<file path="src/rtl/decoder_pkg.sv">
// Shared definitions for the decoder pipeline: skid-buffer FSM states and code-width limits.
// No logic, so no latency of its own.
// No flow control here; decoder_pipe handles backpressure.
package decoder_pkg;

  // Legal range for the code width parameter N_IN
  localparam int N_IN_MIN = 1;
  localparam int N_IN_MAX = 6;

  // Occupancy of the two-entry skid buffer
  typedef enum logic [1:0] {
    EMPTY = 2'd0,
    ONE   = 2'd1,
    TWO   = 2'd2
  } state_t;

endpackage

</file>
<file path="src/rtl/decoder_core.sv">
// Combinational N_IN -> 2**N_IN decoder: one-hot, or thermometer when DECODER_PIPE_THERMO_EN is defined and thermo=1.
// Latency 0; pure combinational.
// No flow control; the caller samples word when it accepts a code.
module decoder_core
  import decoder_pkg::*;
#(
  parameter  int N_IN  = 3,
  localparam int OUT_W = 2**N_IN
) (
  input  logic [N_IN-1:0]  x,
`ifdef DECODER_PIPE_THERMO_EN
  input  logic             thermo,
`endif
  output logic [OUT_W-1:0] word
);

  // Refuse to elaborate outside the supported code widths
  if (N_IN < N_IN_MIN || N_IN > N_IN_MAX) begin : g_bad_width
    $error("decoder_core: N_IN out of range");
  end

  // Each output bit compares its own index against the code
  for (genvar i = 0; i < OUT_W; i++) begin : g_bit
    localparam logic [N_IN-1:0] IDX = N_IN'(i);
`ifdef DECODER_PIPE_THERMO_EN
    assign word[i] = thermo ? (x >= IDX) : (x == IDX);
`else
    assign word[i] = (x == IDX);
`endif
  end

endmodule

</file>
<file path="src/rtl/decoder_pipe.sv">
// Decodes binary codes into a two-entry skid buffer; thermometer mode under DECODER_PIPE_THERMO_EN (adds port thermo).
// Latency 1: an accepted code appears on y the cycle after acceptance when the buffer was empty.
// Valid/ready both sides; in_ready is a flop (drops only when full), so out_ready never reaches it combinationally.
module decoder_pipe
  import decoder_pkg::*;
#(
  parameter  int N_IN  = 3,
  localparam int OUT_W = 2**N_IN
) (
  input  logic             clk,
  input  logic             rst,
  input  logic             in_valid,
  output logic             in_ready,
  input  logic [N_IN-1:0]  x,
`ifdef DECODER_PIPE_THERMO_EN
  input  logic             thermo,
`endif
  output logic             out_valid,
  input  logic             out_ready,
  output logic [OUT_W-1:0] y
);

  if (N_IN < N_IN_MIN || N_IN > N_IN_MAX) begin : g_bad_width
    $error("decoder_pipe: N_IN out of range");
  end

  state_t             state_q, state_d;
  logic [OUT_W-1:0]   head_q, head_d;   // oldest entry, drives y
  logic [OUT_W-1:0]   tail_q, tail_d;   // younger entry, valid only in TWO
  logic               in_ready_q;
  logic [OUT_W-1:0]   dec_word;
  logic               in_xfer;
  logic               out_xfer;

  decoder_core #(.N_IN(N_IN)) u_core (
    .x      (x),
`ifdef DECODER_PIPE_THERMO_EN
    .thermo (thermo),
`endif
    .word   (dec_word)
  );

  assign in_xfer   = in_valid & in_ready_q;
  assign out_xfer  = out_valid & out_ready;
  assign out_valid = (state_q != EMPTY);
  assign in_ready  = in_ready_q;
  // head is cleared whenever the buffer drains, so y is zero in EMPTY
  assign y         = head_q;

  // Next occupancy and entry contents from the two transfer strobes
  always_comb begin
    state_d = state_q;
    head_d  = head_q;
    tail_d  = tail_q;
    case (state_q)
      EMPTY: begin
        if (in_xfer) begin
          state_d = ONE;
          head_d  = dec_word;
        end
      end
      ONE: begin
        if (in_xfer && out_xfer) begin
          head_d = dec_word;
        end else if (in_xfer) begin
          state_d = TWO;
          tail_d  = dec_word;
        end else if (out_xfer) begin
          state_d = EMPTY;
          head_d  = '0;
        end
      end
      TWO: begin
        // in_ready is low here, so only a departure can happen
        if (out_xfer) begin
          state_d = ONE;
          head_d  = tail_q;
          tail_d  = '0;
        end
      end
      default: begin
        state_d = EMPTY;
        head_d  = '0;
        tail_d  = '0;
      end
    endcase
  end

  // State, entries and the registered ready flag; reset wins over any transfer
  always_ff @(posedge clk) begin
    if (rst) begin
      state_q    <= EMPTY;
      head_q     <= '0;
      tail_q     <= '0;
      in_ready_q <= 1'b1;
    end else begin
      state_q    <= state_d;
      head_q     <= head_d;
      tail_q     <= tail_d;
      in_ready_q <= (state_d != TWO);
    end
  end

endmodule
</file>
<file path="config.mk">
export PLATFORM = sky130hd
export DESIGN_NAME = decoder_pipe
export DESIGN_NICKNAME = d
export VERILOG_FILES = /design/src/rtl/decoder_pkg.sv /design/src/rtl/decoder_core.sv /design/src/rtl/decoder_pipe.sv
export SDC_FILE = /design/constraint.sdc
export NUM_CORES = 1
export LEC_CHECK = 0
export ABC_CLOCK_PERIOD_IN_PS = 1900
export CAP_MARGIN = 20
export CORE_AREA = 3 3 47 49
export CTS_BUF_LIST = sky130_fd_sc_hd__clkbuf_4 sky130_fd_sc_hd__clkbuf_8
export DETAILED_ROUTE_END_ITERATION = 12
export DIE_AREA = 0 0 50 52
export PLACE_DENSITY = 0.83
export SLEW_MARGIN = 20
export SYNTH_ARGS = -nofsm -noshare
export SYNTH_HDL_FRONTEND = slang
export SYNTH_SLANG_ARGS = --single-unit
</file>
<file path="constraint.sdc">
create_clock -name clk -period 1.9 [get_ports clk]
set_clock_uncertainty 0.05 [all_clocks]
set_input_delay 0.285 -clock clk [delete_from_list [all_inputs] [get_ports clk]]
set_output_delay 0.285 -clock clk [all_outputs]
set_load 0.005 [all_outputs]
</file>
* After elaboration in Yosys (flattened, before gate mapping)
Cells that the tools add are included.
Storage, ports and cells: register bits after elaboration 19, logic and storage cells 43, input bits 7, output and inout port bits 10
Cells by class: multiplexer cells 14, equality and inequality tests 16, reduce and logical (&&, ||, !) cells 6, bitwise logic cells 3
Operators by type and width (count):
- $mux W8 | 6
- $pmux W8 S3 | 2
- $eq A3 B3 Y1 const B | 4
- $mux W2 | 5
- $ne A2 B2 Y1 const B | 5
- $reduce_and A4 Y1 | 2
- $eq A3 B2 Y1 const B | 2
- $ne A3 B3 Y1 const B | 2
- $pmux W2 S3 | 1
- $eq A3 B1 Y1 const B | 1
- $logic_not A3 Y1 | 1
- $and A1 B1 Y1 | 2
- $eq A2 B1 Y1 const B | 1
- $eq A2 B2 Y1 const B | 1
- $logic_not A2 Y1 | 1
- $reduce_bool A2 Y1 | 1
- $logic_and A1 B1 Y1 | 1
- $not A1 Y1 | 1

* Longest topological paths before layout
Gate-level depths: netlist of run 1.
depth after elaboration 7, gate-level depth with buffers 6, mapped depth without buffers 4

* Cells and area by module
A second synthesis of run 1 with hierarchy kept.
Second synthesis, totals: cell total of the unflattened synthesis 123, area, all modules 1059.8 µm²
Modules (own cells, without submodules):
- decoder_pipe | area each 994.7 µm², cells an instance 115, seq. area each 380.4 µm², instances 1
- decoder_core | area each 65.1 µm², cells an instance 8, seq. area each 0.0 µm², instances 1

* Least setup slack after synthesis of run 1
Ideal clock, no wire load.
kind reg-to-reg, start point register in_ready_q (netlist: in_ready), end point register tail_q[6], setup time 0.070 ns, arrival time 1.301 ns, data required time 1.780 ns, clock period less this slack 1.421 ns, cell stages (with the launch flop) 6, path slack 0.479 ns, buffers on the path 1, path through dfxtp_1 > and3b_2 > o22ai_2 > buf_6 > or3b_1 > a21oi_1
On the way: word-level cells in the longest chain between the ends 4, elaborated cells on any way between the ends 5, classes of those cells 2 x eq/ne; 1 x bitwise; 2 x reduce/logical
Ends and longest elaborated chain:
- start, declared | RTL line decoder_pipe.sv:30 | logic in_ready_q;
- start signal, assigned | RTL line decoder_pipe.sv:100 | in_ready_q <= (state_d != TWO);
- $and A1 B1 Y1 (*) | RTL line decoder_pipe.sv:43 | assign in_xfer = in_valid & in_ready_q;
- $logic_and A1 B1 Y1 | RTL line decoder_pipe.sv:63 | if (in_xfer && out_xfer) begin
- $ne A2 B2 Y1 (no source line)
- $reduce_and A4 Y1 (no source line) (*)
- end signal, assigned | RTL line decoder_pipe.sv:99 | tail_q <= tail_d;
- end, declared | RTL line decoder_pipe.sv:29 | logic [OUT_W-1:0] tail_q, tail_d;
Mark *: on every way between the ends. The rest lies on a longest branch, timed or not. A chain may end at the register's enable or synchronous reset.

* Worst setup path after layout of run 1
start point register state_q[0], end point output port out_valid
On the way: word-level cells in the longest chain between the ends 1
Ends and longest elaborated chain:
- start, declared | RTL line decoder_pipe.sv:27 | state_t state_q, state_d;
- start signal, assigned | RTL line decoder_pipe.sv:97 | state_q <= state_d;
- $reduce_bool A2 Y1 | RTL line decoder_pipe.sv:45 | assign out_valid = (state_q != EMPTY);
- end, declared | RTL line decoder_pipe.sv:18 | output logic out_valid,
No other way between the ends.

==> flow_summary.html, run 1 <==
<table>
<tr><th>Metric</th><th>Value</th></tr>
<tr><th colspan="2">Clock tree</th></tr>
<tr><td>Root buffer cell</td><td>sky130_fd_sc_hd__clkbuf_4</td></tr>
<tr><td>Clock tree from TritonCTS</td><td>yes</td></tr>
<tr><td>Bufs on Longest Clock Path</td><td>2</td></tr>
<tr><td>Inserted Clock Buffers</td><td>3</td></tr>
<tr><td>Number of sinks on the clock net</td><td>19</td></tr>
<tr><td>Clk Latency, worst-skew pair</td><td>0.30 ns</td></tr>
<tr><td>Level count of the clock H-tree</td><td>1</td></tr>
<tr><td>Clock transition at path regs</td><td>about 0.11 ns</td></tr>
<tr><th colspan="2">Die</th></tr>
<tr><td>Number of placement rows</td><td>16</td></tr>
<tr><td>Core region area</td><td>0.00190 sq mm</td></tr>
<tr><td>Die X</td><td>around 50 microns</td></tr>
<tr><td>Ports</td><td>17</td></tr>
<tr><td>Total Die Area</td><td>0.00260 sq mm</td></tr>
<tr><td>Initial Util</td><td>50.1%</td></tr>
<tr><td>Die Ht</td><td>52 microns</td></tr>
<tr><th colspan="2">Drt</th></tr>
<tr><td>Drt wl/cell</td><td>14.1 microns</td></tr>
<tr><td>Residual antenna-violating net count after detailed routing</td><td>0</td></tr>
<tr><td>DRC marker count from the first detailed-route iteration</td><td>23</td></tr>
<tr><td>Total wire length</td><td>2.21 mm</td></tr>
<tr><td>Vias/cell</td><td>around 5.7</td></tr>
<tr><td>First drt pass iteration count</td><td>4</td></tr>
<tr><td>Number of vias in the routed layout</td><td>around 900</td></tr>
<tr><td>Number of DRC violations after detailed routing</td><td>0</td></tr>
<tr><th colspan="2">GRT</th></tr>
<tr><td>Met1 usage in global routing</td><td>25.6%</td></tr>
<tr><td>Tot GR Track Use</td><td>19.5%</td></tr>
<tr><td>Met2 routing resource usage after global routing</td><td>31.7%</td></tr>
<tr><td>GRT busiest layer</td><td>met2</td></tr>
<tr><td>Via count of the first global-routing pass</td><td>859</td></tr>
<tr><td>Residual overflow from global routing</td><td>0</td></tr>
<tr><td>Maximum number of pins on one net before global-route repair</td><td>17</td></tr>
<tr><td>Initial antenna violation count</td><td>0</td></tr>
<tr><td>Global routing usage on met3</td><td>~2.9%</td></tr>
<tr><td>Global-route wire length before repair</td><td>3.93 mm</td></tr>
<tr><th colspan="2">Layout</th></tr>
<tr><td>Syn-to-layout area delta</td><td>26.4%</td></tr>
<tr><td>Final design utilization</td><td>between 60% and 70%</td></tr>
<tr><td>Commonest non-fill, non-tap cell in the layout</td><td>sky130_fd_sc_hd__dfxtp_1</td></tr>
<tr><td>Share of cells above drive strength 1</td><td>13.8%</td></tr>
<tr><td>Layout Nets</td><td>138</td></tr>
<tr><td>Count of antenna diodes in the layout</td><td>0</td></tr>
<tr><td>Most used cells in the layout excluding fill and tap cells</td><td>sky130_fd_sc_hd__dfxtp_1 (18), sky130_fd_sc_hd__clkdlybuf4s50_1 (16), sky130_fd_sc_hd__nand2_1 (13), sky130_fd_sc_hd__a21oi_1 (9), sky130_fd_sc_hd__buf_4 (9)</td></tr>
<tr><th colspan="2">Critical path</th></tr>
<tr><td>Delay of the slowest critical-path stage</td><td>0.49 ns</td></tr>
<tr><td>Startpoint type of the worst setup path</td><td>flip-flop</td></tr>
<tr><td>Critical path arrival</td><td>1.39 ns</td></tr>
<tr><td>Crit-path slowest cell</td><td>sky130_fd_sc_hd__clkdlybuf4s50_1</td></tr>
<tr><td>Cell-by-cell listing of the critical path</td><td>nor2_1 &gt; inv_1 &gt; clkdlybuf4s50_1</td></tr>
<tr><td>Endpoint type of the worst setup path</td><td>primary output</td></tr>
<tr><td>Start of the worst register-to-register path</td><td>in_ready$_SDFF_PP1_</td></tr>
<tr><td>Startpoint of the worst setup timing path</td><td>state_q[0]$_SDFF_PP0_</td></tr>
<tr><td>Critical path class</td><td>flip-flop to primary output</td></tr>
<tr><td>Critical path peak fanout</td><td>9</td></tr>
<tr><td>Data required time of the critical path</td><td>1.56 ns</td></tr>
<tr><th colspan="2">Pwr</th></tr>
<tr><td>Total chip power</td><td>0.768 mW</td></tr>
<tr><td>Highest ir drop seen on vdd</td><td>0.462 mV</td></tr>
<tr><td>Leak pwr</td><td>0.446 nW</td></tr>
<tr><td>Power per Cell Area</td><td>637 mW/mm^2</td></tr>
<tr><th colspan="2">STA</th></tr>
<tr><td>Max-slew headroom</td><td>58.9%</td></tr>
<tr><td>Sum of negative setup slack</td><td>0 ns</td></tr>
<tr><td>Minimum period implied by the final worst setup slack</td><td>1.73 ns</td></tr>
<tr><td>Setup repair after global routing missed its margin</td><td>no</td></tr>
<tr><td>Slew Limit Fails</td><td>0</td></tr>
<tr><td>Final critical-path share of the clock period</td><td>91.0%</td></tr>
<tr><td>F_max</td><td>578 MHz</td></tr>
<tr><td>Final number of setup-violating endpoints</td><td>0</td></tr>
<tr><td>Final number of hold-violating endpoints</td><td>0</td></tr>
<tr><td>Worst Tran Pin Value</td><td>about 0.62 ns</td></tr>
<tr><th colspan="2">Yosys</th></tr>
<tr><td>Avg Synthesized Cell Area</td><td>8.83 sq um</td></tr>
<tr><td>Cells taking the most area after synthesis</td><td>sky130_fd_sc_hd__dfxtp_1 (40%), sky130_fd_sc_hd__a2bb2oi_1 (7.3%), sky130_fd_sc_hd__o2bb2ai_1 (7.3%)</td></tr>
<tr><td>Share of synthesized area occupied by flip-flops and latches</td><td>39.9%</td></tr>
<tr><td>Combined area of all synthesized cells</td><td>roughly 950 sq um</td></tr>
<tr><td>Number of nets in the synthesized netlist</td><td>115</td></tr>
<tr><td>Synthesized netlist cell count</td><td>108</td></tr>
<tr><td>Unique masters post-synth</td><td>30</td></tr>
<tr><td>Biggest area consumer among synthesized cells</td><td>sky130_fd_sc_hd__dfxtp_1</td></tr>
<tr><td>Share of Yosys cell area claimed by the top area cell type</td><td>between 30% and 40%</td></tr>
<tr><td>Synthesis-stage register bit count</td><td>19</td></tr>
<tr><td>Total of warnings raised by yosys</td><td>0</td></tr>
<tr><th colspan="2">Placed design</th></tr>
<tr><td>Final estimated routing congestion in global placement</td><td>0.820</td></tr>
<tr><td>DP Wirelength</td><td>1.66 mm</td></tr>
<tr><td>Buffers added on ports</td><td>16</td></tr>
<tr><th colspan="2">Outcome</th></tr>
<tr><td>Outcome</td><td>complete, no violations</td></tr>
<tr><th colspan="2">Min path</th></tr>
<tr><td>Launch instance of the worst min-delay path</td><td>tail_q[1]$_SDFFE_PP0P_</td></tr>
<tr><td>Worst Hold Class</td><td>flip-flop to flip-flop</td></tr>
<tr><th colspan="2">Flow run</th></tr>
<tr><td>Max-cap violations</td><td>0</td></tr>
</table>
-- cell families (layout without fill, tap and decap cells) --
group           count (synthesis)  count (layout)  share of synthesized area [%]
flops                          19              19                           39.9
simple gates                   39              39                           22.3
buf+inv                        10              32                           5.25
compound gates                 38              38                           30.7
xor+xnor                        2               2                           1.84
-- where the power goes --
group | switching [mW] | internal (mW) | leakage, nW | total, mW
registers | 0.0105 | 0.408 | 0.154 | 0.418
logic | 0.0711 | 0.0743 | 0.274 | 0.145
clock network | 0.126 | 0.0785 | 0.0177 | 0.205
total | 0.208 | 0.560 | 0.446 | 0.768
-- flip-flops by register name (all words and copies together) (netlist names) --
| name | count |
|---|---|
| in_ready | 1 |
| tail_q | 8 |
| state_q | 2 |
| y | 8 |
-- per-layer routing --
| layer | share of wire, % | up-vias |
|---|---|---|
| met4 | 1.7 | 0 |
| met5 | 0 | - |
| met3 | 3.2 | 5 |
| li1 | - | 448 |
| met2 | 49 | 24 |
| met1 | 46 | 422 |
-- cells in the mapped netlist --
cell type	instances
sky130_fd_sc_hd__or2_2	1
sky130_fd_sc_hd__nor3b_1	2
sky130_fd_sc_hd__xnor2_1	1
sky130_fd_sc_hd__or3b_2	1
sky130_fd_sc_hd__o22ai_2	1
sky130_fd_sc_hd__nand3b_1	1
sky130_fd_sc_hd__a32oi_1	1
sky130_fd_sc_hd__clkbuf_1	2
sky130_fd_sc_hd__nor2b_1	3
sky130_fd_sc_hd__and2_1	1
sky130_fd_sc_hd__a211o_1	1
sky130_fd_sc_hd__nor2_1	5
sky130_fd_sc_hd__buf_6	1
sky130_fd_sc_hd__inv_1	3
sky130_fd_sc_hd__buf_2	4
sky130_fd_sc_hd__a21oi_1	9
sky130_fd_sc_hd__and3b_2	1
sky130_fd_sc_hd__or4_1	1
sky130_fd_sc_hd__dfxtp_1	19
sky130_fd_sc_hd__a2bb2oi_1	8
sky130_fd_sc_hd__or3_1	1
sky130_fd_sc_hd__a22oi_1	8
sky130_fd_sc_hd__nand3_1	4
sky130_fd_sc_hd__o22a_1	2
sky130_fd_sc_hd__nand4b_1	2
sky130_fd_sc_hd__xor2_1	1
sky130_fd_sc_hd__o2bb2ai_1	8
sky130_fd_sc_hd__or3b_1	1
sky130_fd_sc_hd__nand2_1	13
sky130_fd_sc_hd__nand2b_1	2
-- path summary, 6_finish.rpt --
check             depth (start not counted)                     end  slack [ns]
setup / recovery                          3               out_valid        0.17
hold / removal                            2  tail_q[1]$_SDFFE_PP0P_        0.41
setup reg to reg                          4  tail_q[2]$_SDFFE_PP0P_        0.33
hold reg to reg                           2  tail_q[1]$_SDFFE_PP0P_        0.41
-- stage by stage --
step,hold slack [ns],std cells,area [sq um],setup WS [ns]
after detailed placement,0.398,153,1180,0.0399
after floorplan,0.353,108,953,0.479
after global routing,0.440,157,1200,0.0970
final,0.411,157,1200,0.171
after CTS,0.413,157,1200,0.0466
after global placement,0.399,153,1180,0.119
-- critical path, delay by kind of cell (launching register included) --
| family | cells | cell delay, ns |
|---|---|---|
| buffers and inverters | 2 | 0.55 |
| flip-flops | 1 | 0.45 |
| AND/OR/NAND/NOR | 1 | 0.10 |
-- repair_timing --
item	4_1_cts	5_1_grt
setup buffers	0	0
setup endpoints to repair	0	1
gates resized for setup	0	1
hold buffers	0	0
-- cell type report --
cell class                      instances  area [sq um]
Tap cell                               27          33.8
Clock buffer                            3          22.5
Sequential cell                        19           382
Inverter                                3          11.3
Clock inverter                          1          5.00
Fill cell                             155           697
Timing Repair Buffer                   25           228
Multi-Input combinational cell         79           523
Power figures use the tool's default switching activity.
==> inputs of run 2 (changes only) <==
Settings changed: ABC_CLOCK_PERIOD_IN_PS 1900 to unset, CORE_AREA 3 3 47 49 to 3 3 57 80, DIE_AREA 0 0 50 52 to 0 0 60 83, PLACE_DENSITY 0.83 to 0.48.
==> run 2 against run 1 <==
Compared with the run above: core utilization decreased by 31 points; largest power group unchanged; sequential cell count is the same; largest cell class unchanged; combinational power up 3%; clock power increased by 36%; clock-buffer cell count is the same; critical endpoint unchanged; power is 9.9% higher; cell count is 11% higher; non-clock buffer count rose by 2; via count shrank 0.22%; worst hold slack improved by 0.0019 ns.
==> flow_summary.html, run 2 (synthesis results as in run 1) <==
<table>
<tr><th>Metric</th><th>Value</th></tr>
<tr><th colspan="2">Outcome</th></tr>
<tr><td>Outcome</td><td>complete, no violations</td></tr>
<tr><th colspan="2">Pwr</th></tr>
<tr><td>Leak pwr</td><td>0.463 nW</td></tr>
<tr><td>Total chip power</td><td>approximately 0.84 mW</td></tr>
<tr><td>Power per Cell Area</td><td>671 mW/mm^2</td></tr>
<tr><td>Highest ir drop seen on vdd</td><td>0.399 mV</td></tr>
<tr><th colspan="2">Clock tree</th></tr>
<tr><td>Bufs on Longest Clock Path</td><td>2</td></tr>
<tr><td>Root buffer cell</td><td>sky130_fd_sc_hd__clkbuf_8</td></tr>
<tr><td>Post-cts gate resize count</td><td>0</td></tr>
<tr><td>Clock transition at path regs</td><td>0.07 ns</td></tr>
<tr><td>Inserted Clock Buffers</td><td>3</td></tr>
<tr><td>Number of hold buffers added after cts</td><td>0</td></tr>
<tr><td>Post-CTS setup buffer count</td><td>0</td></tr>
<tr><td>Level count of the clock H-tree</td><td>1</td></tr>
<tr><td>Clk Latency, worst-skew pair</td><td>0.25 ns</td></tr>
<tr><td>Clock tree from TritonCTS</td><td>yes</td></tr>
<tr><td>Number of sinks on the clock net</td><td>19</td></tr>
<tr><th colspan="2">Drt</th></tr>
<tr><td>Drt wl/cell</td><td>13.7 microns</td></tr>
<tr><td>Number of DRC violations after detailed routing</td><td>0</td></tr>
<tr><td>DRC marker count from the first detailed-route iteration</td><td>37</td></tr>
<tr><td>First drt pass iteration count</td><td>4</td></tr>
<tr><td>Residual antenna-violating net count after detailed routing</td><td>0</td></tr>
<tr><td>Number of vias in the routed layout</td><td>between 800 and 900</td></tr>
<tr><td>Total wire length</td><td>2.39 mm</td></tr>
<tr><td>Vias/cell</td><td>between 5 and 6</td></tr>
<tr><th colspan="2">Die</th></tr>
<tr><td>Number of placement rows</td><td>27</td></tr>
<tr><td>Core region area</td><td>a little under 0.004 sq mm</td></tr>
<tr><td>Total Die Area</td><td>0.00498 sq mm</td></tr>
<tr><td>Initial Util</td><td>between 20% and 30%</td></tr>
<tr><td>Ports</td><td>17</td></tr>
<tr><td>Die Ht</td><td>83 microns</td></tr>
<tr><td>Die X</td><td>60 microns</td></tr>
<tr><th colspan="2">GRT</th></tr>
<tr><td>Maximum number of pins on one net before global-route repair</td><td>13</td></tr>
<tr><td>Via count of the first global-routing pass</td><td>~900</td></tr>
<tr><td>Tot GR Track Use</td><td>10.5%</td></tr>
<tr><td>Initial antenna violation count</td><td>0</td></tr>
<tr><td>Global-route wire length before repair</td><td>approximately 4.1 mm</td></tr>
<tr><td>Residual overflow from global routing</td><td>0</td></tr>
<tr><th colspan="2">Layout</th></tr>
<tr><td>Most used cells in the layout excluding fill and tap cells</td><td>sky130_fd_sc_hd__dfxtp_1 (19), sky130_fd_sc_hd__clkdlybuf4s50_1 (16), sky130_fd_sc_hd__nand2_1 (13), sky130_fd_sc_hd__buf_4 (11), sky130_fd_sc_hd__a21oi_1 (9)</td></tr>
<tr><td>Count of antenna diodes in the layout</td><td>0</td></tr>
<tr><td>Layout Nets</td><td>140</td></tr>
<tr><td>Sequential cell area</td><td>380 sq um</td></tr>
<tr><td>Fillers</td><td>421</td></tr>
<tr><td>Area of combinational cells with multiple inputs</td><td>523 sq um</td></tr>
<tr><td>Share of cells above drive strength 1</td><td>14.4%</td></tr>
<tr><td>Syn-to-layout area delta</td><td>31.9%</td></tr>
<tr><td>Commonest non-fill, non-tap cell in the layout</td><td>sky130_fd_sc_hd__dfxtp_1</td></tr>
<tr><th colspan="2">STA</th></tr>
<tr><td>Sum of negative setup slack</td><td>0 ns</td></tr>
<tr><td>Setup repair after global routing missed its margin</td><td>no</td></tr>
<tr><td>Final critical-path share of the clock period</td><td>93.4%</td></tr>
<tr><td>F_max</td><td>564 MHz</td></tr>
<tr><td>Final number of hold-violating endpoints</td><td>0</td></tr>
<tr><td>Minimum period implied by the final worst setup slack</td><td>1.77 ns</td></tr>
<tr><td>Worst Tran Pin Value</td><td>0.658 ns</td></tr>
<tr><td>Slew Limit Fails</td><td>0</td></tr>
<tr><td>Final number of setup-violating endpoints</td><td>0</td></tr>
<tr><td>Max-slew headroom</td><td>a little under three fifths</td></tr>
<tr><th colspan="2">Critical path</th></tr>
<tr><td>Data required time of the critical path</td><td>~1.6 ns</td></tr>
<tr><td>Start of the worst register-to-register path</td><td>state_q[1]$_SDFF_PP0_</td></tr>
<tr><td>Endpoint type of the worst setup path</td><td>primary output</td></tr>
<tr><td>Critical path peak fanout</td><td>9</td></tr>
<tr><td>Critical path arrival</td><td>1.44 ns</td></tr>
<tr><td>Worst reg-to-reg setup slack</td><td>0.24 ns</td></tr>
<tr><td>Startpoint type of the worst setup path</td><td>flip-flop</td></tr>
<tr><td>Reg2reg end</td><td>y[5]$_SDFFE_PP0P_</td></tr>
<tr><td>Critical path class</td><td>flip-flop to primary output</td></tr>
<tr><td>R2R cell count</td><td>4</td></tr>
<tr><th colspan="2">Min path</th></tr>
<tr><td>Worst min-delay path endpoint</td><td>y[4]$_SDFFE_PP0P_</td></tr>
<tr><td>Launch instance of the worst min-delay path</td><td>y[4]$_SDFFE_PP0P_</td></tr>
<tr><td>Worst Hold Class</td><td>flip-flop to flip-flop</td></tr>
<tr><td>Worst hold path stage count</td><td>1</td></tr>
<tr><th colspan="2">Placed design</th></tr>
<tr><td>Buffers added on ports</td><td>16</td></tr>
<tr><td>DP Wirelength</td><td>roughly 1.9 mm</td></tr>
<tr><td>Final estimated routing congestion in global placement</td><td>0.760</td></tr>
<tr><th colspan="2">Flow run</th></tr>
<tr><td>Max-cap violations</td><td>0</td></tr>
</table>
[run 2: cell types whose count changed in the layout (fill, tap and decap cells not counted)]
| cell | before | now |
|---|---|---|
| sky130_fd_sc_hd__clkbuf_4 | 3 | 0 |
| sky130_fd_sc_hd__clkbuf_8 | 0 | 3 |
| sky130_fd_sc_hd__buf_4 | 9 | 11 |
| sky130_fd_sc_hd__dfxtp_1 | 18 | 19 |
| sky130_fd_sc_hd__dfxtp_2 | 1 | 0 |
[run 2: critical path, cell delays in order, from the launching register on]
cell and delay, ns:
sky130_fd_sc_hd__dfxtp_1 0.50, sky130_fd_sc_hd__nor2_1 0.13, sky130_fd_sc_hd__inv_1 0.07, sky130_fd_sc_hd__clkdlybuf4s50_1 0.49
[run 2: area by class of cell]
type / count / share of cell area (%)
well taps: 43 / 4.28
inverters: 3 / 0.896
flip-flops and latches: 19 / 30.2
clock inverters: 1 / 0.398
multi-input cells: 79 / 41.6
clock buffers: 3 / 3.28
repair buffers: 27 / 19.3
[run 2: metrics by stage]
stage / instances / setup slack (ns) / util (%) / cell area [sq um] / hold WS, ns
global route: 175 / 0.0121 / 32.1 / 1260 / 0.426
CTS: 175 / 0.106 / 32.1 / 1260 / 0.411
detailed placement: 171 / 0.0495 / 30.9 / 1210 / 0.397
global placement: 171 / 0.0503 / 30.9 / 1210 / 0.400
floorplan: 108 / 0.479 / - / 953 / 0.353
finish: 175 / 0.126 / 32.1 / 1260 / 0.413
[run 2: how the worst max path moves through the flow]
stage | start | to | slack (ns) | depth (start not counted)
after global placement | in_valid | y[2]$_SDFFE_PP0P_ | 0.05 | 6
final | state_q[1]$_SDFF_PP0_ | out_valid | 0.13 | 3
after floorplan | in_ready$_SDFF_PP1_ | tail_q[6]$_SDFFE_PP0P_ | 0.48 | 5
after CTS | state_q[1]$_SDFF_PP0_ | out_valid | 0.11 | 3
after global routing | state_q[0]$_SDFF_PP0_ | y[1]$_SDFFE_PP0P_ | 0.01 | 4
after detailed placement | in_valid | y[2]$_SDFFE_PP0P_ | 0.05 | 6
[run 2: where the power goes]
group	switching (mW)	internal, mW
sequential	0.0104	0.407
clock	0.132	0.146
combinational	0.0719	0.0768
[run 2: layer usage]
| layer | GRT usage [%] | routed length [microns] |
|---|---|---|
| met2 | 16.4 | 1150 |
| met3 | 2.33 | 140 |
| met5 | 0 | 0 |
| met4 | 5.65 | 44 |
| met1 | 13.0 | 1060 |
==> inputs of run 3 (changes only) <==
Settings changed: ABC_AREA set to 1, CORE_AREA 3 3 57 80 to 3 3 59 82, DIE_AREA 0 0 60 83 to 0 0 62 85.
==> run 3 against run 2 <==
Compared with the run above: cell count up 37%; wire length up 3.0%; critical path depth unchanged; worst hold slack worse by 0.0098 ns; core utilization down 1.4 points; die area up 5.8%; register-to-register slack better by 0.36 ns; area after synthesis up 7.6%; cell area up 3.6%; highest routed layer unchanged.
==> flow_summary.html, run 3 <==
<table>
<tr><th>Metric</th><th>Value</th></tr>
<tr><th colspan="2">Drt</th></tr>
<tr><td>DRC marker count from the first detailed-route iteration</td><td>35</td></tr>
<tr><td>Total wire length</td><td>2.47 mm</td></tr>
<tr><td>Number of vias in the routed layout</td><td>between 1000 and 1500</td></tr>
<tr><td>First drt pass iteration count</td><td>4</td></tr>
<tr><td>Vias/cell</td><td>4.21</td></tr>
<tr><td>Drt wl/cell</td><td>10.3 microns</td></tr>
<tr><td>Number of DRC violations after detailed routing</td><td>0</td></tr>
<tr><td>Residual antenna-violating net count after detailed routing</td><td>0</td></tr>
<tr><th colspan="2">Yosys</th></tr>
<tr><td>Number of nets in the synthesized netlist</td><td>168</td></tr>
<tr><td>Biggest area consumer among synthesized cells</td><td>sky130_fd_sc_hd__dfxtp_1</td></tr>
<tr><td>Synthesis-stage register bit count</td><td>19</td></tr>
<tr><td>Share of synthesized area occupied by flip-flops and latches</td><td>a little under two fifths</td></tr>
<tr><td>Total of warnings raised by yosys</td><td>0</td></tr>
<tr><td>Avg Synthesized Cell Area</td><td>approximately 6.4 sq um</td></tr>
<tr><td>Top cell types by occurrence after synthesis</td><td>sky130_fd_sc_hd__nand2_1 (51), sky130_fd_sc_hd__nor2_1 (30), sky130_fd_sc_hd__dfxtp_1 (19), sky130_fd_sc_hd__inv_1 (18), sky130_fd_sc_hd__a21oi_1 (13)</td></tr>
<tr><td>Cells taking the most area after synthesis</td><td>sky130_fd_sc_hd__dfxtp_1 (37%), sky130_fd_sc_hd__nand2_1 (19%), sky130_fd_sc_hd__nor2_1 (11%)</td></tr>
<tr><td>Number of enable-type register cells in the synthesized netlist</td><td>0</td></tr>
<tr><td>Unique masters post-synth</td><td>18</td></tr>
<tr><td>Top_reg_cell synth</td><td>sky130_fd_sc_hd__dfxtp_1</td></tr>
<tr><td>Combined area of all synthesized cells</td><td>0.00103 sq mm</td></tr>
<tr><td>Synthesized netlist cell count</td><td>around 160</td></tr>
<tr><td>Asr flop ratio synth</td><td>0%</td></tr>
<tr><td>Share of Yosys cell area claimed by the top area cell type</td><td>37.1%</td></tr>
<tr><td>Cell with the most instances after synthesis</td><td>sky130_fd_sc_hd__nand2_1</td></tr>
<tr><th colspan="2">STA</th></tr>
<tr><td>Minimum period implied by the final worst setup slack</td><td>1.81 ns</td></tr>
<tr><td>Worst Hold Slack</td><td>0.404 ns</td></tr>
<tr><td>Final critical-path share of the clock period</td><td>a little over nine tenths</td></tr>
<tr><td>Setup repair after global routing missed its margin</td><td>no</td></tr>
<tr><td>Max-slew headroom</td><td>82.5%</td></tr>
<tr><td>Sum of negative setup slack</td><td>0 ns</td></tr>
<tr><td>Final number of setup-violating endpoints</td><td>0</td></tr>
<tr><td>Worst Tran Pin Value</td><td>0.263 ns</td></tr>
<tr><td>Final number of hold-violating endpoints</td><td>0</td></tr>
<tr><td>Slew Limit Fails</td><td>0</td></tr>
<tr><td>F_max</td><td>roughly 550 MHz</td></tr>
<tr><th colspan="2">Critical path</th></tr>
<tr><td>Data required time of the critical path</td><td>1.56 ns</td></tr>
<tr><td>Start of the worst register-to-register path</td><td>state_q[0]$_SDFF_PP0_</td></tr>
<tr><td>R2R cell count</td><td>9</td></tr>
<tr><td>Startpoint type of the worst setup path</td><td>flip-flop</td></tr>
<tr><td>Cell-by-cell listing of the critical path</td><td>nor2_4 &gt; inv_1 &gt; clkdlybuf4s50_1</td></tr>
<tr><td>Worst reg-to-reg setup slack</td><td>0.60 ns</td></tr>
<tr><td>Cell type group with the largest total delay on the critical path</td><td>buffers and inverters</td></tr>
<tr><td>Reg2reg end</td><td>y[0]$_SDFFE_PP0P_</td></tr>
<tr><td>Endpoint type of the worst setup path</td><td>primary output</td></tr>
<tr><td>Critical path arrival</td><td>~1.5 ns</td></tr>
<tr><td>Number of buffers and inverters on the critical path</td><td>2</td></tr>
<tr><td>Crit-path slowest cell</td><td>sky130_fd_sc_hd__clkdlybuf4s50_1</td></tr>
<tr><td>Critical path peak fanout</td><td>6</td></tr>
<tr><td>Startpoint of the worst setup timing path</td><td>state_q[0]$_SDFF_PP0_</td></tr>
<tr><td>Critical path class</td><td>flip-flop to primary output</td></tr>
<tr><td>Delay of the slowest critical-path stage</td><td>around 0.54 ns</td></tr>
<tr><th colspan="2">Layout</th></tr>
<tr><td>Syn-to-layout area delta</td><td>27.0%</td></tr>
<tr><td>Final standard cell count with taps included and fillers excluded</td><td>240</td></tr>
<tr><td>Fillers</td><td>498</td></tr>
<tr><td>Design Area, Final</td><td>about 0.0013 sq mm</td></tr>
<tr><td>Layout Nets</td><td>about 190</td></tr>
<tr><td>Share of cells above drive strength 1</td><td>~11%</td></tr>
<tr><td>Most used cells in the layout excluding fill and tap cells</td><td>sky130_fd_sc_hd__nand2_1 (51), sky130_fd_sc_hd__nor2_1 (30), sky130_fd_sc_hd__dfxtp_1 (19), sky130_fd_sc_hd__inv_1 (18), sky130_fd_sc_hd__clkdlybuf4s50_1 (16)</td></tr>
<tr><td>Count of antenna diodes in the layout</td><td>0</td></tr>
<tr><td>Commonest non-fill, non-tap cell in the layout</td><td>sky130_fd_sc_hd__nand2_1</td></tr>
<tr><th colspan="2">Placed design</th></tr>
<tr><td>Placed cell count</td><td>236</td></tr>
<tr><td>DP Wirelength</td><td>1.92 mm</td></tr>
<tr><td>DP Area</td><td>~0.0013 sq mm</td></tr>
<tr><td>Final estimated routing congestion in global placement</td><td>0.854</td></tr>
<tr><td>Buffers added on ports</td><td>16</td></tr>
<tr><th colspan="2">GRT</th></tr>
<tr><td>Initial antenna violation count</td><td>0</td></tr>
<tr><td>Global-route wire length before repair</td><td>4.21 mm</td></tr>
<tr><td>Maximum number of pins on one net before global-route repair</td><td>15</td></tr>
<tr><td>Residual overflow from global routing</td><td>0</td></tr>
<tr><td>Tot GR Track Use</td><td>10.8%</td></tr>
<tr><td>Via count of the first global-routing pass</td><td>969</td></tr>
<tr><th colspan="2">Min path</th></tr>
<tr><td>Worst hold path stage count</td><td>2</td></tr>
<tr><td>Worst min-delay path endpoint</td><td>tail_q[5]$_SDFFE_PP0P_</td></tr>
<tr><td>Worst Hold Class</td><td>flip-flop to flip-flop</td></tr>
<tr><td>Launch instance of the worst min-delay path</td><td>tail_q[5]$_SDFFE_PP0P_</td></tr>
<tr><th colspan="2">Pwr</th></tr>
<tr><td>Power per Cell Area</td><td>674 mW/mm^2</td></tr>
<tr><td>Leak pwr</td><td>approximately 0.54 nW</td></tr>
<tr><td>Total chip power</td><td>0.878 mW</td></tr>
<tr><td>Highest ir drop seen on vdd</td><td>0.180 mV</td></tr>
<tr><th colspan="2">Die</th></tr>
<tr><td>Total Die Area</td><td>0.00527 sq mm</td></tr>
<tr><td>Core region area</td><td>0.00424 sq mm</td></tr>
<tr><td>Ports</td><td>17</td></tr>
<tr><td>Die Ht</td><td>85 microns</td></tr>
<tr><td>Die X</td><td>62 microns</td></tr>
<tr><td>Initial Util</td><td>between 20% and 30%</td></tr>
<tr><td>Number of placement rows</td><td>28</td></tr>
<tr><th colspan="2">Clock tree</th></tr>
<tr><td>Post-CTS setup buffer count</td><td>0</td></tr>
<tr><td>Inserted Clock Buffers</td><td>3</td></tr>
<tr><td>Post-cts gate resize count</td><td>0</td></tr>
<tr><td>Number of hold buffers added after cts</td><td>0</td></tr>
<tr><td>Clock tree from TritonCTS</td><td>yes</td></tr>
<tr><td>Level count of the clock H-tree</td><td>1</td></tr>
<tr><td>Bufs on Longest Clock Path</td><td>2</td></tr>
<tr><td>Root buffer cell</td><td>sky130_fd_sc_hd__clkbuf_8</td></tr>
<tr><td>Number of sinks on the clock net</td><td>19</td></tr>
<tr><td>Clk Latency, worst-skew pair</td><td>roughly 0.26 ns</td></tr>
<tr><td>Clock transition at path regs</td><td>about 0.07 ns</td></tr>
<tr><th colspan="2">Flow run</th></tr>
<tr><td>Max-cap violations</td><td>0</td></tr>
<tr><th colspan="2">Outcome</th></tr>
<tr><td>Outcome</td><td>complete, no violations</td></tr>
</table>
-- run 3: changes by cell type after synthesis, sizes merged, moves of 5 or more --
cell     delta
o2bb2ai     -8
nand2      +43
nand3       +6
inv        +18
a21oi       +5
a22oi       -8
a2bb2oi     -8
nor2       +28
-- run 3: worst max path at each step --
stage	endpoint	slack (ns)	cells after the start
floorplan	tail_q[5]$_SDFFE_PP0P_	0.77	6
global route	out_valid	0.0008	3
detailed placement	tail_q[3]$_SDFFE_PP0P_	0.19	6
global placement	tail_q[3]$_SDFFE_PP0P_	0.16	6
CTS	out_valid	0.08	3
finish	out_valid	0.09	3
-- run 3: cells by family after synthesis --
kind of cell,Yosys count,synth area share [%]
simple gates,100,42.7
buf+inv,23,9.15
flops,19,37.1
compound gates,19,11.1
-- run 3: cell type report --
class / instances / area, sq um / share of cell area (%)
Sequential cell: 19 / 380 / 29.2
Tap cell: 60 / 75.1 / 5.76
Clock buffer: 4 / 48.8 / 3.75
Timing Repair Buffer: 17 / 168 / 12.9
Multi-Input combinational cell: 119 / 552 / 42.4
Inverter: 21 / 78.8 / 6.05
-- run 3: per-layer routing --
layer,vias up,wire (microns),part of all wire (%),global-route usage (%)
li1,538,-,-,-
met1,456,1080,44,12.5
met2,11,1270,51,18.6
met3,5,58,2.4,1.83
met4,0,56,2.3,4.63
met5,-,0,0,0
-- run 3: per-stage QoR --
step                setup slack (ns)  util, %
floorplan                      0.769        -
global placement               0.165     29.6
detailed placement             0.192     29.6
CTS                           0.0793     30.7
global route                0.000837     30.7
finish                        0.0852     30.7
-- run 3: power by group --
group          internal, mW  total [mW]  leakage [nW]  switching [mW]
logic                0.0587       0.158         0.361          0.0991
clock network         0.163       0.297        0.0262           0.133
registers             0.415       0.424         0.155         0.00908
total                 0.637       0.878         0.542           0.241
-- run 3: worst register-to-register path, delay by kind of cell, from the launching register on --
kind / cells / cell delay (ns)
simple gates: 5 / 0.43
buf+inv: 3 / 0.24
flops: 1 / 0.43
compound gates: 1 / 0.05
==> patch (config.mk and constraints of run 2) <==
Make the reset (`rst`) asynchronous in one clocked block.
--- a/src/rtl/decoder_pipe.sv
+++ b/src/rtl/decoder_pipe.sv
@@ -88,5 +88,5 @@
 
   // State, entries and the registered ready flag; reset wins over any transfer
-  always_ff @(posedge clk) begin
+  always_ff @(posedge clk or posedge rst) begin
     if (rst) begin
       state_q    <= EMPTY;
Function: differs if rst is asserted again (counterexample within 4 cycles, from zero or initial values and one cycle with rst high); with rst held inactive, the same outputs for 10 cycles.
==> patch against run 2 <==
- sequential cell count unchanged
- area after synthesis rose by 13%
- hold slack got worse by 0.12 ns
- design area grew 11%
- highest routed layer unchanged
- wire length grew 6.9%
- global-route usage increased by 1.2 points
- synthesized cell count grew 8.3%
- worst setup slack got worse by 0.022 ns
- register-to-register slack gained 0.02 ns
- via count increased by 2.8%
- non-clock buffer count is 1 higher
Power is not compared: it rests on default switching activity, and its combinational part moved more than twofold at a synthesized area within 25%.
==> patch: results (changes against run 2) <==
Run status
Run status: completed (unchanged).

STA
The final worst hold slack was 0.295 ns (was 0.413 ns). The transition at the pin with the smallest max-transition slack is 0.335 ns (was 0.658 ns).

Drt
The number of DRC markers in iteration 0 came to 15 (was 37). The routed length on met2 is 1.34 mm (was 1.15 mm). The wire length on met1 is 1.11 mm (was 1.06 mm).

Setup path
The start point of the critical path is state_q[0] (was state_q[1]). The slowest cell on the critical path is sky130_fd_sc_hd__dfrtp_1 (was sky130_fd_sc_hd__dfxtp_1). The critical path arrival was 1.46 ns (was 1.44 ns). The largest driver fanout on the critical path is 7 (was 9). The endpoint of the worst-slack reg-to-reg timing path is y[4] (was y[5]). The source of the worst register-to-register timing path is state_q[1] (unchanged).

Placement
The placer congestion estimate is 0.770 (was 0.760). The detailed placer's ending HPWL was 2.01 mm (was 1.89 mm). The setup slack after placement is 0.0849 ns (was 0.0495 ns). The number of instances in the placed design is 181 (was 171).

Yosys
The area fraction in compound gates after synthesis came to 24.7% (was 30.7%). Synth top area cells: sky130_fd_sc_hd__dfrtp_1 42%, sky130_fd_sc_hd__nand2_1 9.7%, sky130_fd_sc_hd__a21oi_1 3.2% (was sky130_fd_sc_hd__dfxtp_1 40%, sky130_fd_sc_hd__a2bb2oi_1 7.3%, sky130_fd_sc_hd__o2bb2ai_1 7.3%). The post-synthesis async set-or-reset flop share was 100% (was 0%). The XOR/XNOR share of the synthesized area was 1.62% (was 1.84%).

The post-synthesis cell type count was 35 (was 30). Most frequent cells after synthesis: 28 x sky130_fd_sc_hd__nand2_1, 18 x sky130_fd_sc_hd__dfrtp_1, 7 x sky130_fd_sc_hd__a21oi_1 (was 19 x sky130_fd_sc_hd__dfxtp_1, 13 x sky130_fd_sc_hd__nand2_1, 9 x sky130_fd_sc_hd__a21oi_1). The fraction of synthesized cell area taken by the top area cell type is 41.7% (was 39.9%). The most frequently used flop master after synthesis is sky130_fd_sc_hd__dfrtp_1 (was sky130_fd_sc_hd__dfxtp_1).

Layout
The non-filler instance count after layout is 185 (was 175). The number of nets at the end of the flow is 150 (was 140).

Global route
The total global routing track utilization came to 11.7% (was 10.5%). The largest net degree at the start of global routing is 20 (was 13). The global-route met1 utilization was 14.4% (was 13.0%). The first-pass GRT wire length came to 4.59 mm (was 4.09 mm). The met3 usage in global routing was 2.02% (was 2.33%).

Hold path
The path category of the worst min-delay check is in2async (was reg2reg).
-- patch: cell count changes in the layout (fill, tap and decap cells not counted), moves of 3 or more --
cell                        before  now
sky130_fd_sc_hd__a2bb2oi_1       8    3
sky130_fd_sc_hd__o21ai_0         0    6
sky130_fd_sc_hd__o31ai_1         0    3
sky130_fd_sc_hd__o2bb2ai_1       8    0
sky130_fd_sc_hd__a22oi_1         8    3
sky130_fd_sc_hd__dfxtp_1        19    0
sky130_fd_sc_hd__nand2_1        13   28
sky130_fd_sc_hd__nor2_1          5    2
sky130_fd_sc_hd__nand3_1         4    1
sky130_fd_sc_hd__inv_1           3    6
sky130_fd_sc_hd__dfrtp_1         0   18
sky130_fd_sc_hd__o41ai_1         0    4
-- patch: tightest hold or removal path, cell delays in order --
cell and delay (ns):
sky130_fd_sc_hd__clkdlybuf4s50_1 0.39, sky130_fd_sc_hd__inv_1 0.05, sky130_fd_sc_hd__buf_4 0.26
-- patch: area by class of cell --
type | count | area (µm²)
clock buffer | 4 | 48.8
timing repair buffer | 28 | 263
multi-input combinational | 85 | 537
tap | 43 | 53.8
sequential | 19 | 477
inverter | 6 | 22.5
fill | 417 | 2520
-- patch: where the power goes --
| group | internal, µW | total, µW | switching [µW] |
|---|---|---|---|
| Combinational | 304 | 639 | 335 |
| Clock | 163 | 298 | 135 |
| Sequential | 494 | 578 | 83.2 |
| Total | 961 | 1510 | 553 |
-- patch: through the flow --
step / cell area, µm² / utilization (%)
2_1_floorplan: 1080 / -
3_3_place_gp: 1350 / 34.5
3_5_place_dp: 1350 / 34.5
4_1_cts: 1400 / 35.7
5_1_grt: 1400 / 35.8
6_report: 1400 / 35.8
-- patch: cell families after synthesis --
logic type | count (synthesis)
and+or+nand+nor | 46
AOI/OAI and AO/OA | 37
buffers and inverters | 13
xor gates and xnor gates | 2
DFF | 19
